File: config.mk
export PLATFORM = sky130hd
export DESIGN_NAME = rca8_sync
export DESIGN_NICKNAME = d
export VERILOG_FILES = /design/src/rtl/rca8_sync_pkg.sv /design/src/rtl/rca8_sync_full_adder.sv /design/src/rtl/rca8_sync.sv
export SDC_FILE = /design/constraint.sdc
export NUM_CORES = 1
export LEC_CHECK = 0
export ABC_AREA = 1
export CAP_MARGIN = 25
export CELL_PAD_IN_SITES_DETAIL_PLACEMENT = 1
export CELL_PAD_IN_SITES_GLOBAL_PLACEMENT = 2
export CORE_UTILIZATION = 20
export CTS_BUF_LIST = sky130_fd_sc_hd__clkbuf_16
export CTS_CLUSTER_SIZE = 24
export DETAILED_ROUTE_END_ITERATION = 12
export PLACE_DENSITY = 0.85
export SETUP_SLACK_MARGIN = 0.5
export SLEW_MARGIN = 25
export SYNTH_ARGS = -nofsm -noshare
export SYNTH_HDL_FRONTEND = slang
export SYNTH_SLANG_ARGS = --single-unit
File: constraint.sdc
create_clock -name clk -period 5.1 [get_ports clk]
set_input_delay 1.53 -clock clk [delete_from_list [all_inputs] [get_ports clk]]
set_output_delay 1.53 -clock clk [all_outputs]
set_load 0.01 [all_outputs]
File: src/rtl/rca8_sync_pkg.sv
// -----------------------------------------------------------------------------
// rca8_sync_pkg
// Shared constants for the registered ripple-carry adder slice.
// Holds only the default operand width so that the top and any wrapper agree
// on it without repeating the literal.
// -----------------------------------------------------------------------------
package rca8_sync_pkg;

    localparam int RCA_DEFAULT_WIDTH = 8;

endpackage : rca8_sync_pkg

File: src/rtl/rca8_sync_full_adder.sv
// -----------------------------------------------------------------------------
// full_adder
// One-bit full adder cell, purely combinational. The cells are chained to form
// the ripple-carry core of rca8_sync.
//
// Ports:
//   a  - operand bit A
//   b  - operand bit B
//   ci - carry in
//   s  - sum bit (a ^ b ^ ci)
//   co - carry out (majority of a, b, ci)
// -----------------------------------------------------------------------------
module full_adder
    import rca8_sync_pkg::*;
(
    input  logic a,
    input  logic b,
    input  logic ci,
    output logic s,
    output logic co
);

    assign s  = a ^ b ^ ci;
    assign co = (a & b) | (a & ci) | (b & ci);

endmodule : full_adder

File: src/rtl/rca8_sync.sv
// -----------------------------------------------------------------------------
// rca8_sync
// WIDTH-bit ripple-carry adder with a one-cycle registered result:
// {cout, s} = a + b + cin, plus two's-complement overflow and a valid flag.
// The result registers only load when in_valid is high, so idle cycles do not
// toggle the datapath outputs.
//
// Ports:
//   clk       - clock, rising edge active
//   rst_n     - synchronous reset, active low
//   in_valid  - a/b/cin carry a valid operation this cycle
//   a, b      - operands, WIDTH bits
//   cin       - carry into bit 0
//   s         - registered sum, WIDTH bits
//   cout      - registered carry out of the MSB
//   ovf       - registered signed overflow (carry into MSB ^ carry out of MSB)
//   out_valid - s/cout/ovf hold a result from a valid input
// -----------------------------------------------------------------------------
module rca8_sync
    import rca8_sync_pkg::*;
#(
    parameter int WIDTH = RCA_DEFAULT_WIDTH
)(
    input  logic             clk,
    input  logic             rst_n,
    input  logic             in_valid,
    input  logic [WIDTH-1:0] a,
    input  logic [WIDTH-1:0] b,
    input  logic             cin,
    output logic [WIDTH-1:0] s,
    output logic             cout,
    output logic             ovf,
    output logic             out_valid
);

    // Carry chain: carry[i] is the carry into bit i, carry[WIDTH] leaves the MSB.
    logic [WIDTH:0]   carry;
    logic [WIDTH-1:0] sum_w;

    assign carry[0] = cin;

    for (genvar i = 0; i < WIDTH; i++) begin : g_ripple
        full_adder u_fa (
            .a  (a[i]),
            .b  (b[i]),
            .ci (carry[i]),
            .s  (sum_w[i]),
            .co (carry[i+1])
        );
    end

    logic [WIDTH-1:0] s_d,         s_q;
    logic             cout_d,      cout_q;
    logic             ovf_d,       ovf_q;
    logic             out_valid_d, out_valid_q;

    always_comb begin
        // NOTE: every output of this block gets a default first (hold the
        // current value) so no path leaves it unassigned and no latch is inferred.
        s_d         = s_q;
        cout_d      = cout_q;
        ovf_d       = ovf_q;
        out_valid_d = in_valid;
        if (in_valid) begin
            s_d    = sum_w;
            cout_d = carry[WIDTH];
            ovf_d  = carry[WIDTH] ^ carry[WIDTH-1];
        end
    end

    // NOTE: sequential state uses non-blocking assignments so every flop
    // samples the pre-edge values, independent of statement order.
    always_ff @(posedge clk) begin
        if (!rst_n) begin
            s_q         <= '0;
            cout_q      <= 1'b0;
            ovf_q       <= 1'b0;
            out_valid_q <= 1'b0;
        end else begin
            s_q         <= s_d;
            cout_q      <= cout_d;
            ovf_q       <= ovf_d;
            out_valid_q <= out_valid_d;
        end
    end

    assign s         = s_q;
    assign cout      = cout_q;
    assign ovf       = ovf_q;
    assign out_valid = out_valid_q;

endmodule : rca8_sync

# [After elaboration in Yosys (flattened, before gate mapping)]
# Cells that the tools add are included.
[totals] reg_bits=11 input_bits=20
[classes] n_bitwise=57
[ops] cell="1-bit bitwise AND" n=24
[ops] cell="1-bit XOR" n=17
[ops] cell="1-bit bitwise OR" n=16

# [Logic depth before layout (Yosys ltp)]
# Gate-level depths: netlist of run 1.
[depth] word_depth=25 ltp_mapped=15 depth_no_buf=15

# [Hierarchy]
# A second synthesis of run 1 with hierarchy kept.
[hier_totals] cells_unflattened=58 hier_area_um2=559.3
[modules_own_cells] module="rca8_sync" area_each_um2=399.1 instances=1 cells_per_inst=50 seq_area_each_um2=220.2
[modules_own_cells] module="full_adder" area_each_um2=20.0 instances=8 cells_per_inst=1 seq_area_each_um2=0.0

# [Least setup slack after synthesis of run 1]
# Ideal clock, no wire load.
[synth_timing] path_kind="input-to-reg" from="input a[0]" to="register s_q[7], in the netlist s[7]" arrival_time_ns=4.716 stages=14 slack_ns=0.320 n_path_buf=0 path_cell_list="inv_1 -> fa_1 -> inv_1 -> fa_1 -> fa_1 -> fa_1 -> fa_1 -> fa_1 -> fa_1 -> inv_1 -> fa_1 -> nand2_1 -> nand2_1 -> nor2_1"
[synth_via] elab_chain_cells=22
[synth_lines] element="start, declared" line_no="rca8_sync.sv:27" source="input logic [WIDTH-1:0] a,"
[synth_lines] element="1-bit bitwise AND" line_no="rca8_sync_full_adder.sv:24" source="assign co = (a & b) | (a & ci) | (b & ci);"
[synth_lines] element="1-bit bitwise OR (*) (2 in a row)" line_no="rca8_sync_full_adder.sv:24"
[synth_lines] element="1-bit bitwise AND" line_no="rca8_sync_full_adder.sv:24"
[synth_lines] element="1-bit bitwise OR" line_no="rca8_sync_full_adder.sv:24"
[synth_lines] element="1-bit bitwise OR (*)" line_no="rca8_sync_full_adder.sv:24"
[synth_lines] element="1-bit bitwise AND" line_no="rca8_sync_full_adder.sv:24"
[synth_lines] element="1-bit bitwise OR" line_no="rca8_sync_full_adder.sv:24"
[synth_lines] element="1-bit bitwise OR (*)" line_no="rca8_sync_full_adder.sv:24"
[synth_lines] element="[5 not listed]"
[synth_lines] element="1-bit bitwise OR (*)" line_no="rca8_sync_full_adder.sv:24"
[synth_lines] element="1-bit bitwise AND" line_no="rca8_sync_full_adder.sv:24"
[synth_lines] element="1-bit bitwise OR" line_no="rca8_sync_full_adder.sv:24"
[synth_lines] element="1-bit bitwise OR (*)" line_no="rca8_sync_full_adder.sv:24"
[synth_lines] element="1-bit bitwise AND" line_no="rca8_sync_full_adder.sv:24"
[synth_lines] element="1-bit bitwise OR" line_no="rca8_sync_full_adder.sv:24"
[synth_lines] element="1-bit bitwise OR (*)" line_no="rca8_sync_full_adder.sv:24"
[synth_lines] element="1-bit XOR (*)" line_no="rca8_sync_full_adder.sv:23" source="assign s = a ^ b ^ ci;"
[synth_lines] element="end signal, assigned" line_no="rca8_sync.sv:75" source="s_q <= '0;"
[synth_lines] element="end signal, assigned" line_no="rca8_sync.sv:80" source="s_q <= s_d;"
[synth_lines] element="end, declared" line_no="rca8_sync.sv:52" source="logic [WIDTH-1:0] s_d, s_q;"
# Mark *: on every way between the ends. The rest lies on a longest branch, timed or not.
# A chain may end at the register's enable or synchronous reset.

# [Worst setup path after layout of run 1]
# Ends and elaborated chain as after synthesis.

==> run metrics, run 1 <==
clk buf depth=2; Slew Limit Fails=0; num rows=19; fin crit share=88.4%; CORE AREA=approximately 2800 µm²; Final nets=128; relative slew slack=between 50% and 60%; GR Util All Layers=a little under an eighth; Setup crit end kind=flop; PortBufs=30; total negative slack=0 ns; Post-CTS Setup Bufs=0; worst hold margin=roughly 0.47 ns; worst-case clock skew=0 ns; critical path type=in2reg; vias in the first global route=about 600; gpl congestion=approximately 0.76; Seq/Total Area, Yosys=between 30% and 40%; Wirelength per Cell=approximately 12 µm; Routed Wire Length=approximately 1600 µm; Worst Hold Class=reg2reg; Root Driver=clkbuf_16; Worst VDD drop=about 0.21 mV; first-pass GRT wire length=~2800 µm; drt pass-1 iters=2; worst path required time=5.27 ns; Skew-Pair Late Insertion Delay=between 0.2 and 0.25 ns; GRT Residual Overflow=0; fmax=222 MHz; Syn Area/Cell=8.80 µm²; post-route ant nets=0; Syn-to-layout area delta=72.2%; Worst EP arrival=~4.7 ns; Fin. Hold Viols=0; hold endpoint=s[0]; Initial Util=21.2%; Num CTS Buffers=3; Worst Hold Depth=2; Syn Inst Count=between 60 and 70; Clock Sinks=11; commonest non-fill, non-tap cell in the layout=clkdlybuf4s50_1; yosys synthesis warning count=0; Final setup viols=0; die width=about 56 µm; CP Max Fanout=3; worst hold path startpoint=s[0]; Synthesized Nets=95; mapped cell area=a little under 600 µm²; Tot Pwr=roughly 0.31 mW; DP HPWL=between 1000 and 1500 µm; Period minus WS final=approximately 4.5 ns; Reg clk slew, reported paths=approximately 0.04 ns; synth unique cells=9; Critical Path Start Type=input port; PwrDens=between 300 and 400 nW/µm²; initial antenna violation count=0; Vias/cell=~4; CTS Hold Buffers Added=0; DRC viols=0; diode count=0; setup slack, reg-to-reg=4.48 ns; htree depth=1; share of layout cells above drive strength 1=21.2%; most frequent cells in the layout=25 x clkdlybuf4s50_1, 21 x nor2_1, 11 x dfxtp_1, 9 x nand2_1, 7 x fa_2; RSZ-0062 raised after global routing=yes; Die ar.=roughly 3200 µm²; Leakage=approximately 0.43 nW; I/O pins=31; post-synthesis register bit count=11; initial DRC count=2; number of fillers in the final layout=about 330; worst reg-to-reg path cell count=2; largest net degree at the start of global routing=17; reg2reg start=ovf; CTS tree=done; r2r endpoint=ovf; die span in y=56.3 µm; via count=approximately 530; Slew @ Worst Pin=approximately 0.64 ns; status=finished, final reports clean; Max Cap Viol=0
worst max path at each step:
| stage | start | endpoint | slack [ns] | depth (start not counted) |
|---|---|---|---|---|
| after detailed placement | a[0] | s[7] | -0.03 | 15 |
| final | a[0] | s[7] | 0.59 | 15 |
| after CTS | a[0] | s[7] | 0.38 | 15 |
| after floorplan | a[0] | s[7] | 0.53 | 14 |
| after global placement | a[0] | s[7] | -0.008 | 15 |
| after global routing | a[0] | s[7] | 0.44 | 15 |
metrics by stage:
step           std cells  cell area [µm²]  utilization [%]  setup WS, ns
2_1_floorplan         67              602                -         0.529
3_5_place_dp         126              925             33.2       -0.0295
5_1_grt              130             1010             36.5         0.444
6_report             130             1010             36.5         0.591
3_3_place_gp         126              925             33.2      -0.00820
4_1_cts              130             1010             36.4         0.384
layout make-up:
cell class,instances,area [µm²],share of cell area [%]
Inverter,9,38.8,3.82
Tap cell,31,38.8,3.82
Clock inverter,1,3.75,0.370
Sequential cell,11,220,21.7
Clock buffer,3,75.1,7.40
Timing Repair Buffer,30,302,29.7
Multi-Input combinational cell,45,337,33.2
critical path: stages:
cell	delay, ns
buf_6	0.09
inv_4	0.04
fa_2	0.19
inv_2	0.04
fa_2	0.34
fa_2	0.35
fa_2	0.34
fa_2	0.34
fa_2	0.35
fa_2	0.38
inv_2	0.07
fa_1	0.39
nand2_1	0.07
nand2_1	0.06
nor2_1	0.09
state kept, by name, summed over array words and instances (netlist names):
signal and cells:
ovf 1, s 8, out_valid 1, cout 1
cell usage after synthesis (all sizes together):
library cell | n | area (µm²)
nor2 | 21 | 78.8
fa | 8 | 160
o21ai | 7 | 46.3
buf | 2 | 16.3
dfxtp | 11 | 220
inv | 9 | 33.8
nand2 | 9 | 33.8
metal layers:
layer / share of wire, % / routed length [µm] / track usage [%]
met2: 53 / 830 / 20.6
met5: 0 / 0 / 0
met4: 0.51 / 8 / 3.14
met3: 4.6 / 73 / 4.15
met1: 42 / 657 / 13.3
logic make-up after synthesis:
group / synth area share [%]
adders and majority gates: 27.2
and+or+nand+nor: 19.1
AOI/OAI and AO/OA: 7.86
DFF: 37.4
buffers and inverters: 8.49
report_power, final:
part | switching [mW] | internal (mW) | total [mW]
logic | 0.0320 | 0.0414 | 0.0733
registers | 0.00401 | 0.0944 | 0.0984
clock network | 0.0383 | 0.103 | 0.141
total | 0.0743 | 0.239 | 0.313
what timing repair did:
| action | in CTS | in global routing |
|---|---|---|
| setup endpoints to repair | 3 | 3 |
| gates resized for setup | 22 | 1 |
| endpoints found under the hold margin | 0 | 0 |
| pin swaps | 9 | 9 |
(Power assumes the default switching activity.)
==> inputs of run 2 (changes only) <==
--- a/config.mk
+++ b/config.mk
@@ -9,9 +9,9 @@
 export CAP_MARGIN = 25
 export CELL_PAD_IN_SITES_DETAIL_PLACEMENT = 1
 export CELL_PAD_IN_SITES_GLOBAL_PLACEMENT = 2
+export CORE_ASPECT_RATIO = 2
 export CORE_UTILIZATION = 20
 export CTS_BUF_LIST = sky130_fd_sc_hd__clkbuf_16
-export CTS_CLUSTER_SIZE = 24
 export DETAILED_ROUTE_END_ITERATION = 12
 export PLACE_DENSITY = 0.85
 export SETUP_SLACK_MARGIN = 0.5
==> run 2 against run 1 <==
  * Final cell count is 0.77% lower
  * Setup slack worse by 0.021 ns
  * Total power is 0.15% lower
  * Maximum frequency is 0.47% lower
  * Count of clock-buffer cells in the layout stayed put
  * Critical path depth stayed put
  * Critical endpoint unchanged
==> run metrics, run 2 (synthesis results as in run 1) <==
htree depth=1 (unchanged); post-route ant nets=0 (unchanged); DP HPWL=1130 µm (-7.6%); Die ar.=3180 µm² (+0.43%); Net Sw Frac=23.3% (-0.42 points); most frequent cells in the layout=25 x clkdlybuf4s50_1, 21 x nor2_1, 11 x dfxtp_1, 9 x nand2_1, 7 x fa_2; Wirelength per Cell=11.2 µm (-7.5%); drt pass-1 iters=4 (+2); Worst VDD drop=0.137 mV (-35%); fin area=1030 µm² (+1.1%); RSZ-0062 raised after global routing=yes; Skew-Pair Late Insertion Delay=0.24 ns (about the same); worst path required time=5.27 ns (about the same); Final setup viols=0 (unchanged); Worst Hold Class=reg2reg; Worst EP arrival=4.70 ns (+0.02 ns); reg2reg start=s[1]; initial antenna violation count=0 (unchanged); Reg clk slew, reported paths=0.04 ns (about the same); die span in y=78.8 µm (+40%); GRT Residual Overflow=0 (unchanged); Vias/cell=4.13 (+1.9%); clk buf depth=2 (unchanged); worst-case clock skew=0 ns (unchanged); GR Util All Layers=11.8% (+0.11 points); setup slack, reg-to-reg=4.47 ns (about the same); Routed Wire Length=1440 µm (-8.2%); vias in the first global route=609 (+2.7%); PortBufs=30 (unchanged); Root Driver=clkbuf_16; worst hold margin=0.473 ns (+0.000810 ns); largest net degree at the start of global routing=17 (unchanged); share of layout cells above drive strength 1=22.0% (+0.79 points); clock power share=44.9% (-0.2 points); r2r endpoint=s[1]; Tot Pwr=0.312 mW (-0.15%); PwrDens=304 nW/µm² (-1.2%); via count=533 (+1.1%); Setup crit end kind=flop; hold endpoint=s[7]; num rows=27 (+8); Num CTS Buffers=3 (unchanged); CTS Hold Buffers Added=0 (unchanged); CP Max Fanout=2 (-1); max reg flops=8 (unchanged); Initial Util=21.3% (+0.086 points); status=finished, final reports clean; Net Sw Power=0.0728 mW (-1.9%); first-pass GRT wire length=2550 µm (-7.5%); fmax=221 MHz (-0.47%); Period minus WS final=4.53 ns (+0.0211 ns); CORE AREA=2770 µm² (-0.40%); Final nets=129 (+0.78%); Syn-to-layout area delta=74.1%; Slew Limit Fails=0 (unchanged); worst hold path startpoint=s[7]; Gate power share=23.6% (+0.2 points); Critical Path Start Type=input port; Reg power frac=31.6% (+0.2 points); Clock Sinks=11 (unchanged); DP Area=922 µm² (-0.27%); DRC viols=0 (unchanged); relative slew slack=60.1% (+2.6 points); CTS tree=done; Slew @ Worst Pin=0.597 ns (-0.0391 ns); total negative slack=0 ns (unchanged); diode count=0 (unchanged); fin crit share=88.8% (+0.41 points); Max Cap Viol=0 (unchanged); I/O pins=31 (unchanged); Worst Hold Depth=2 (unchanged); commonest non-fill, non-tap cell in the layout=clkdlybuf4s50_1; worst reg-to-reg path cell count=2 (unchanged); Int Pwr=0.240 mW (+0.40%); Leakage=0.440 nW (+1.5%); die width=40.4 µm (-28%); initial DRC count=7 (+5); Fin. Hold Viols=0 (unchanged); critical path type=in2reg; gpl congestion=0.710 (-7.1%)
## run 2: changes by cell type in the layout (fill, tap and decap cells not counted)
cell,before,now
buf_8,0,1
buf_6,3,2
buf_4,0,1
inv_4,2,3
inv_2,3,2
## run 2: power groups by stage
| stage | Sequential [mW] | Clock [mW] | Combinational [mW] |
|---|---|---|---|
| floorplan | 0.104 | 0 | 0.0282 |
| global placement | 0.0998 | 0 | 0.0693 |
| detailed placement | 0.100 | 0 | 0.0716 |
| CTS | 0.0988 | 0.146 | 0.0752 |
| global route | 0.0994 | 0.150 | 0.0832 |
| finish | 0.0986 | 0.140 | 0.0736 |
## run 2: critical path: stages
cell     delay (ns)
buf_8          0.10
inv_4          0.04
fa_2           0.19
inv_2          0.04
fa_2           0.33
fa_2           0.34
fa_2           0.37
fa_2           0.36
fa_2           0.34
fa_2           0.37
inv_2          0.07
fa_1           0.40
nand2_1        0.08
nand2_1        0.06
nor2_1         0.09
## run 2: through the flow
stage          worst slack (ns)  std cells  util [%]
3_5_place_dp            -0.0734        124      33.3
3_3_place_gp           -0.00301        124      33.3
6_report                  0.570        129      37.0
4_1_cts                   0.356        129      36.6
5_1_grt                   0.431        129      37.0
2_1_floorplan             0.529         67         -
## run 2: how the worst max path moves through the flow
stage / from / to / cells past startpoint
final: cin / s[7] / 15
after global routing: cin / s[7] / 15
after CTS: cin / s[7] / 15
after detailed placement: b[0] / s[7] / 15
after global placement: a[0] / s[7] / 15
after floorplan: a[0] / s[7] / 14
## run 2: layout make-up
cell class,instances,area [µm²]
fillers,336,1740
multi-input cells,45,337
repair buffers,31,313
flip-flops and latches,11,220
clock buffers,3,75.1
inverters,9,41.3
well taps,29,36.3
clock inverters,1,3.75
## run 2: what timing repair did
| action | in CTS | in global routing |
|---|---|---|
| buffers inserted | 1 | 0 |
| endpoints found under the setup margin | 3 | 3 |
| pin swaps | 9 | 9 |
| resized for setup | 24 | 3 |
## run 2: layer usage
| metal | vias up | part of all wire (%) | track usage (%) |
|---|---|---|---|
| met3 | 4 | 4.6 | 2.51 |
| li1 | 264 | - | - |
| met2 | 20 | 57 | 19.7 |
| met5 | - | 0 | 0 |
| met1 | 245 | 35 | 12.3 |
| met4 | 0 | 2.9 | 7.00 |
